==> src/rtl/maxnet_loader_pkg.sv <==
// Shared types and FP32 field constants for the Maxnet loader.
package maxnet_pkg;

  typedef enum logic [1:0] {
    COLLECT = 2'd0,
    LAUNCH  = 2'd1,
    WAIT    = 2'd2,
    HOLD    = 2'd3
  } state_t;

  localparam int          SIGN_BIT = 31;
  localparam int          EXP_MSB  = 30;
  localparam int          EXP_LSB  = 23;
  localparam logic [7:0]  EXP_ALL1 = 8'hFF;
  localparam logic [31:0] FP_ZERO  = 32'h0000_0000;

  // 0.3 in FP32
  localparam logic [31:0] EPS_RESET_DEFAULT = 32'h3E99_999A;

endpackage

==> src/rtl/maxnet_loader_if.sv <==
// Candidate stream, result stream and Maxnet-side signals of the loader.
interface maxnet_loader_if;
  logic [31:0] in_data;
  logic        in_valid;
  logic        in_ready;
  logic [31:0] eps_data;
  logic        eps_load;
  logic [31:0] num1, num2, num3, num4;
  logic [31:0] epsilon;
  logic        start;
  logic        mx_done;
  logic [31:0] mx_max;
  logic [31:0] res_data;
  logic        res_valid;
  logic        res_ready;
  logic        busy;
  logic        err_nan;
  logic        err_timeout;

  // Loader side
  modport slave (
    input  in_data, in_valid, eps_data, eps_load, mx_done, mx_max, res_ready,
    output in_ready, num1, num2, num3, num4, epsilon, start,
           res_data, res_valid, busy, err_nan, err_timeout
  );

  // Upstream / downstream / Maxnet side
  modport master (
    output in_data, in_valid, eps_data, eps_load, mx_done, mx_max, res_ready,
    input  in_ready, num1, num2, num3, num4, epsilon, start,
           res_data, res_valid, busy, err_nan, err_timeout
  );
endinterface

==> src/rtl/maxnet_loader_sanitize.sv <==
// FP32 candidate sanitiser: Inf/NaN, negatives, -0 and denormals become +0.
module fp32_sanitize
  import maxnet_pkg::*;
(
  input  logic [31:0] in,
  output logic [31:0] out,
  output logic        is_nan_inf
);

  logic [7:0] w_exp;
  logic       w_zero_it;

  assign w_exp = in[EXP_MSB:EXP_LSB];

  // Classify and zero anything Maxnet must not see
  always_comb begin
    is_nan_inf = (w_exp == EXP_ALL1);
    w_zero_it  = is_nan_inf | in[SIGN_BIT] | (w_exp == 8'h00);
    out        = w_zero_it ? FP_ZERO : in;
  end

endmodule

==> src/rtl/maxnet_loader.sv <==
// Maxnet feeder: buffers four sanitised candidates, launches the core,
// waits for done (with timeout) and hands the winner downstream.
module maxnet_loader
  import maxnet_pkg::*;
#(
  parameter logic [31:0] EPS_RESET      = EPS_RESET_DEFAULT,
  parameter int          TIMEOUT_CYCLES = 1024
) (
  input  logic             clk,
  input  logic             rst,
  maxnet_loader_if.slave   bus
);

  localparam int             TW       = $clog2(TIMEOUT_CYCLES + 1);
  localparam logic [TW-1:0]  TMR_LAST = TW'(TIMEOUT_CYCLES - 1);

  state_t            r_state;
  logic [1:0]        r_cnt;
  logic [3:0][31:0]  r_num;
  logic [31:0]       r_eps;
  logic [TW-1:0]     r_tmr;
  logic              r_start;
  logic              r_res_valid;
  logic [31:0]       r_res_data;
  logic              r_in_ready;
  logic              r_busy;
  logic              r_err_nan;
  logic              r_err_to;

  logic [31:0]       w_san;
  logic              w_nan;
  logic              w_xfer;

  fp32_sanitize u_san (
    .in         (bus.in_data),
    .out        (w_san),
    .is_nan_inf (w_nan)
  );

  assign w_xfer = bus.in_valid & r_in_ready;

  // Loader FSM: all outputs registered, slots only written in COLLECT
  always_ff @(posedge clk) begin
    if (!rst) begin
      r_state     <= COLLECT;
      r_cnt       <= 2'd0;
      r_num       <= '0;
      r_eps       <= EPS_RESET;
      r_tmr       <= '0;
      r_start     <= 1'b0;
      r_res_valid <= 1'b0;
      r_res_data  <= FP_ZERO;
      r_in_ready  <= 1'b1;
      r_busy      <= 1'b0;
      r_err_nan   <= 1'b0;
      r_err_to    <= 1'b0;
    end else begin
      case (r_state)
        COLLECT: begin
          if (bus.eps_load) r_eps <= bus.eps_data;
          if (w_xfer) begin
            r_num[r_cnt] <= w_san;
            r_cnt        <= r_cnt + 2'd1;
            if (w_nan) r_err_nan <= 1'b1;
            if (r_cnt == 2'd3) begin
              r_state    <= LAUNCH;
              r_in_ready <= 1'b0;
              r_busy     <= 1'b1;
            end
          end
        end
        LAUNCH: begin
          // A done still high from the previous run must drop first
          if (!bus.mx_done) begin
            r_start <= 1'b1;
            r_tmr   <= '0;
            r_state <= WAIT;
          end
        end
        WAIT: begin
          r_tmr <= r_tmr + TW'(1);
          if (bus.mx_done) begin
            r_res_data  <= bus.mx_max;
            r_start     <= 1'b0;
            r_res_valid <= 1'b1;
            r_state     <= HOLD;
          end else if (r_tmr == TMR_LAST) begin
            r_res_data  <= FP_ZERO;
            r_err_to    <= 1'b1;
            r_start     <= 1'b0;
            r_res_valid <= 1'b1;
            r_state     <= HOLD;
          end
        end
        HOLD: begin
          if (bus.res_ready) begin
            r_res_valid <= 1'b0;
            r_in_ready  <= 1'b1;
            r_busy      <= 1'b0;
            r_state     <= COLLECT;
          end
        end
        default: r_state <= COLLECT;
      endcase
    end
  end

  assign bus.in_ready    = r_in_ready;
  assign bus.busy        = r_busy;
  assign bus.num1        = r_num[0];
  assign bus.num2        = r_num[1];
  assign bus.num3        = r_num[2];
  assign bus.num4        = r_num[3];
  assign bus.epsilon     = r_eps;
  assign bus.start       = r_start;
  assign bus.res_data    = r_res_data;
  assign bus.res_valid   = r_res_valid;
  assign bus.err_nan     = r_err_nan;
  assign bus.err_timeout = r_err_to;

endmodule

==> src/flat_wrapper.sv <==
// flat-port wrapper written by rule: the top's interface ports become plain ports
module maxnet_loader_flat import maxnet_pkg::*;
#(
  parameter logic [31:0] EPS_RESET      = EPS_RESET_DEFAULT,
  parameter int          TIMEOUT_CYCLES = 1024
)
  (clk, rst, bus_in_data, bus_in_valid, bus_eps_data, bus_eps_load, bus_mx_done, bus_mx_max, bus_res_ready, bus_in_ready, bus_num1, bus_num2, bus_num3, bus_num4, bus_epsilon, bus_start, bus_res_data, bus_res_valid, bus_busy, bus_err_nan, bus_err_timeout);
  maxnet_loader_if bus_i ();
  input  logic clk;
  input  logic rst;
  input wire logic [$bits(bus_i.in_data)-1:0] bus_in_data;
  input wire logic [$bits(bus_i.in_valid)-1:0] bus_in_valid;
  input wire logic [$bits(bus_i.eps_data)-1:0] bus_eps_data;
  input wire logic [$bits(bus_i.eps_load)-1:0] bus_eps_load;
  input wire logic [$bits(bus_i.mx_done)-1:0] bus_mx_done;
  input wire logic [$bits(bus_i.mx_max)-1:0] bus_mx_max;
  input wire logic [$bits(bus_i.res_ready)-1:0] bus_res_ready;
  output wire logic [$bits(bus_i.in_ready)-1:0] bus_in_ready;
  output wire logic [$bits(bus_i.num1)-1:0] bus_num1;
  output wire logic [$bits(bus_i.num2)-1:0] bus_num2;
  output wire logic [$bits(bus_i.num3)-1:0] bus_num3;
  output wire logic [$bits(bus_i.num4)-1:0] bus_num4;
  output wire logic [$bits(bus_i.epsilon)-1:0] bus_epsilon;
  output wire logic [$bits(bus_i.start)-1:0] bus_start;
  output wire logic [$bits(bus_i.res_data)-1:0] bus_res_data;
  output wire logic [$bits(bus_i.res_valid)-1:0] bus_res_valid;
  output wire logic [$bits(bus_i.busy)-1:0] bus_busy;
  output wire logic [$bits(bus_i.err_nan)-1:0] bus_err_nan;
  output wire logic [$bits(bus_i.err_timeout)-1:0] bus_err_timeout;
  assign bus_i.in_data = bus_in_data;
  assign bus_i.in_valid = bus_in_valid;
  assign bus_i.eps_data = bus_eps_data;
  assign bus_i.eps_load = bus_eps_load;
  assign bus_i.mx_done = bus_mx_done;
  assign bus_i.mx_max = bus_mx_max;
  assign bus_i.res_ready = bus_res_ready;
  assign bus_in_ready = bus_i.in_ready;
  assign bus_num1 = bus_i.num1;
  assign bus_num2 = bus_i.num2;
  assign bus_num3 = bus_i.num3;
  assign bus_num4 = bus_i.num4;
  assign bus_epsilon = bus_i.epsilon;
  assign bus_start = bus_i.start;
  assign bus_res_data = bus_i.res_data;
  assign bus_res_valid = bus_i.res_valid;
  assign bus_busy = bus_i.busy;
  assign bus_err_nan = bus_i.err_nan;
  assign bus_err_timeout = bus_i.err_timeout;
  maxnet_loader #(.EPS_RESET(EPS_RESET), .TIMEOUT_CYCLES(TIMEOUT_CYCLES)) u_core (.clk(clk), .rst(rst), .bus(bus_i));
endmodule
==> config.mk <==
export PLATFORM = sky130hd
export DESIGN_NAME = maxnet_loader_flat
export DESIGN_NICKNAME = d
export VERILOG_FILES = /design/src/rtl/maxnet_loader_pkg.sv /design/src/rtl/maxnet_loader_if.sv /design/src/rtl/maxnet_loader_sanitize.sv /design/src/rtl/maxnet_loader.sv /design/src/flat_wrapper.sv
export SDC_FILE = /design/constraint.sdc
export NUM_CORES = 1
export LEC_CHECK = 0
export BUFFER_PORTS_ARGS = -buffer_cell sky130_fd_sc_hd__buf_2
export CAP_MARGIN = 0
export CORE_ASPECT_RATIO = 1.5
export CORE_MARGIN = 4
export CORE_UTILIZATION = 49
export CTS_CLUSTER_DIAMETER = 30
export DETAILED_ROUTE_END_ITERATION = 16
export PLACE_DENSITY_LB_ADDON = 0.12
export SYNTH_ARGS = -nofsm -noshare
export SYNTH_HDL_FRONTEND = slang
export SYNTH_SLANG_ARGS = --single-unit
==> constraint.sdc <==
create_clock -name clk -period 2 [get_ports clk]
set_clock_uncertainty 0.05 [all_clocks]
set_input_delay 0.4 -clock clk [delete_from_list [all_inputs] [get_ports clk]]
set_output_delay 0.4 -clock clk [all_outputs]
set_load 0.005 [all_outputs]
==> results.md <==
* Sink Count at about 210
* Final hold violations at 0
* Clock buffer depth at 3
* Min-delay src: bus_eps_data[3]
* Reg-to-reg critical path endpoint: u_core.bus.res_data[6]
* #FFs+latches synth at 213
* WHS Endpoint: u_core.bus.epsilon[3]
* Synth-to-Final Area Change at 35.60%
* DRT Pass-1 Iters at 5
* Delay-heaviest family, CP: compound AO/OA/AOI/OAI gates
* Row Count at 57
* Via density at 5.534
* Initial antenna violation count at 1
* Critical path buffer and inverter count at 1
* Setup WS post-layout at 0.1695 ns
* Post-synthesis xor/xnor area fraction at 0.9751%
* Synth Area in Simple Gates at a little under 20%
* # DRC at 0
* CTS tree: yes
* Period utilisation layout at 91.52%
* Die Wd at 112.9 microns
* Max FO, Critical Path at 32
* Layout cells sized above 1 at 34.89%
* Data arrival, critical path at 2.15 ns
* HP Class: in -> reg
* Reg2reg path depth at 6
* Total Power at approximately 12 mW
* Setup TNS at 0 ns
* Critical Path Slowest Stage Cell: dfxtp_1
* Lkg Pwr at approximately 4.8 nW
* Reg2reg start: u_core.r_tmr[0]
* Post-synthesis average cell area at 9.811 sq um
* H-tree depth at 2
* F_max at 0.5463 GHz
* Hold Path Stages at 3
* Worst-path cell chain: ha_1 > nand3b_1 > o31ai_2 > a21boi_2 > buf_12 > a22o_1
* Routed wire per std cell at 17.61 microns
* Fin crit period at 1.830 ns
* Initial drt markers at 489
* Area of the mapped netlist at 8084 sq um
* CTS buffer count at 34
* Max stage delay on crit path at 0.37 ns
* CP Capture Type: flip-flop
* Vias in the first global route at about 7,200
* Mux cell area share after synthesis at 0.3715%
* Critical path data required time at about 2.3 ns
* I/O pin count at 300
* CP Class: reg -> reg
* Die Ht at 165.3 microns
* Compound-Gate Fraction of Synth Area at between 20% and 30%
* Power Density at 1118 nW/um^2
* Post-synthesis sequential area ratio at between 50% and 60%
* Post-CTS Setup Inserts at 0
* Synthesized instance count at 824
* Post-Synth Adder-Cell Area at 1.393%
* Final setup violation count at 0
* Initial Utilization at about half
* Measured slew at the worst slew-check pin at 0.5184 ns
* CP Launch Type: flip-flop
* Pre-CTS setup slack at -0.07372 ns
* Outcome: finished clean
* Main combinational cell family by area after synthesis: compound AO/OA/AOI/OAI gates
* GPL Wtd Cong at 0.8169
* CTS-repair resized insts at 0
* RSZ-0062 raised after global routing: false
* ANT nets after route at 0
* Worst vdd ir at 0.0007464 V
* Global Route Usage Sum at 23.72%
* Reg-to-reg setup timing slack at 0.17 ns
* Filler cells at roughly 1,300
* Ys Warns at 0
* Clk_lat worst skew at roughly 0.49 ns
* Final wirelength at between 20 and 25 mm
* Final Max Slew Viols at 0
* Clock slew at reported path FFs at 0.05 ns
* Max Cap Viol at 0
* Via count at 7,426
* Final #Nets at approximately 1,200
* GR Overflow Total at 0
* Core ar. at 16,190 sq um
* Global-route wire length before repair at 36.84 mm
* Number of buffers inserted by hold repair at cts at 0
* Port bufs at 299
* Detailed Place HPWL at between 15 and 20 mm
* Root Driver: clkbuf_16
* Final Util at 67.71%
* Die area at ~19,000 sq um
* Net Count, Synth at 935
* Largest net degree at the start of global routing at 94
* Yosys cell types at 39
* Slew margin rel. at between 60% and 70%
cell usage in the layout (no fill, tap or decap), drive strengths merged, types with 2 or more instances in the layout:
| cell | Yosys | layout |
|---|---|---|
| o21ai | 5 | 5 |
| and2 | 3 | 3 |
| a22o | 32 | 32 |
| nand2 | 106 | 106 |
| a2bb2oi | 2 | 2 |
| nand4 | 36 | 36 |
| a21oi | 10 | 10 |
| nand3 | 25 | 25 |
| nand2b | 2 | 2 |
| and3 | 5 | 5 |
| xnor2 | 9 | 9 |
| clkinv | 0 | 10 |
| buf | 25 | 328 |
| ha | 9 | 9 |
| nor3 | 3 | 3 |
| mux2i | 3 | 3 |
| nor3b | 2 | 2 |
| clkinvlp | 0 | 4 |
| nor4 | 4 | 4 |
| and4 | 3 | 3 |
| clkbuf | 54 | 41 |
| nor2 | 12 | 12 |
| o31ai | 2 | 2 |
| nor2b | 99 | 99 |
| bufinv | 0 | 2 |
| a2111oi | 4 | 4 |
| o21a | 3 | 3 |
| dfxtp | 213 | 213 |
| inv | 8 | 13 |
| a21boi | 49 | 49 |
| a32oi | 94 | 94 |
cell type report:
class                   count  area [sq um]  area share, %
well taps                 206         257.7          2.351
diodes                      1         2.502        0.02283
flip-flops and latches    213          4264          38.90
inverters                   8         30.03         0.2739
clock buffers              41         927.1          8.458
repair buffers            328          1804          16.46
clock inverters            21         210.2          1.918
multi-input cells         524          3466          31.62
report_power, final:
group	switching, mW	internal, mW	leakage [nW]
combinational	1.04	0.751	2.50
clock	2.09	3.62	0.552
sequential	0.189	4.57	1.73
total	3.32	8.94	4.78
flip-flops by register name, indices dropped and copies added (netlist names):
signal / cells
u_core.bus.res_data: 32
u_core.r_cnt: 2
u_core.bus.num1: 32
u_core.bus.err_nan: 1
u_core.bus.num2: 32
u_core.r_state: 2
u_core.r_tmr: 11
u_core.bus.res_valid: 1
u_core.bus.err_timeout: 1
u_core.bus.in_ready: 1
u_core.bus.num3: 32
u_core.bus.busy: 1
u_core.bus.epsilon: 32
u_core.bus.start: 1
u_core.bus.num4: 32
worst max-delay path by stage:
stage,depth (start not counted),start,endpoint
2_1_floorplan,6,u_core.r_tmr[0],u_core.bus.res_data[10]
3_3_place_gp,6,bus_in_data[27],u_core.bus.num1[24]
3_5_place_dp,6,bus_in_data[27],u_core.bus.num1[1]
4_1_cts,6,u_core.r_state[1],u_core.r_tmr[8]
5_1_grt,7,u_core.r_state[0],u_core.bus.num1[1]
6_report,6,u_core.r_tmr[0],u_core.bus.res_data[6]
logic make-up (layout without fill, tap and decap cells):
group	count (synthesis)	count (layout)
simple gates	302	302
flops	213	213
compound gates	201	201
buf+inv	87	398
fa+ha+maj	9	9
xor+xnor	9	9
mux	3	3
other cells	0	1
per-layer routing:
metal  GRT usage (%)  share of wire, %  wire (microns)
met3           5.541               7.7            1816
met2           40.94                50           11790
met1           28.86                40            9433
met4           8.529               2.5             593
met5               0                 0               0
worst register-to-register path, delay by kind of cell, from the launching register on:
family | cells | cell delay [ns]
compound gates | 3 | 0.72
fa+ha+maj | 1 | 0.24
buf+inv | 1 | 0.18
flops | 1 | 0.37
simple gates | 1 | 0.16
synthesized netlist by cell type:
cell,instances,share of area (%)
nor3b_1,2,0.19
a21oi_2,1,0.11
a21boi_0,17,1.6
nand4_2,1,0.15
nor2b_1,99,7.7
a22o_1,32,3.5
a32oi_1,94,10
nor4_1,4,0.31
o21ai_1,1,0.062
o31ai_1,1,0.093
xnor2_1,9,0.98
o21a_1,3,0.28
buf_1,4,0.19
and4_1,3,0.33
nand3b_1,1,0.093
a2bb2oi_1,2,0.22
nor3_1,3,0.19
clkbuf_1,53,2.5
nor2_1,12,0.56
a21boi_2,1,0.14
nand2b_1,2,0.15
inv_1,8,0.37
o31ai_2,1,0.15
nand2_1,106,4.9
mux2i_1,3,0.37
nand3_1,25,1.5
clkbuf_2,1,0.062
a21boi_1,31,2.9
or2_2,1,0.077
buf_6,3,0.42
nand4_1,35,2.7
ha_1,9,1.4
and3_1,5,0.39
buf_2,18,1.1
dfxtp_1,213,53
a2111oi_0,4,0.43
a21oi_1,9,0.56
and2_1,3,0.23
o21ai_0,4,0.25
through the flow:
stage          std cells  cell area [sq um]  hold WS [ns]
6_report            1342              10960       0.06612
5_1_grt             1342              10960       0.05761
4_1_cts             1341              10960       0.05045
3_5_place_dp        1279               9822        0.3909
3_3_place_gp        1279               9822        0.3855
2_1_floorplan        824               8084        0.3972
Note: power is estimated with default switching activity, not from simulation.
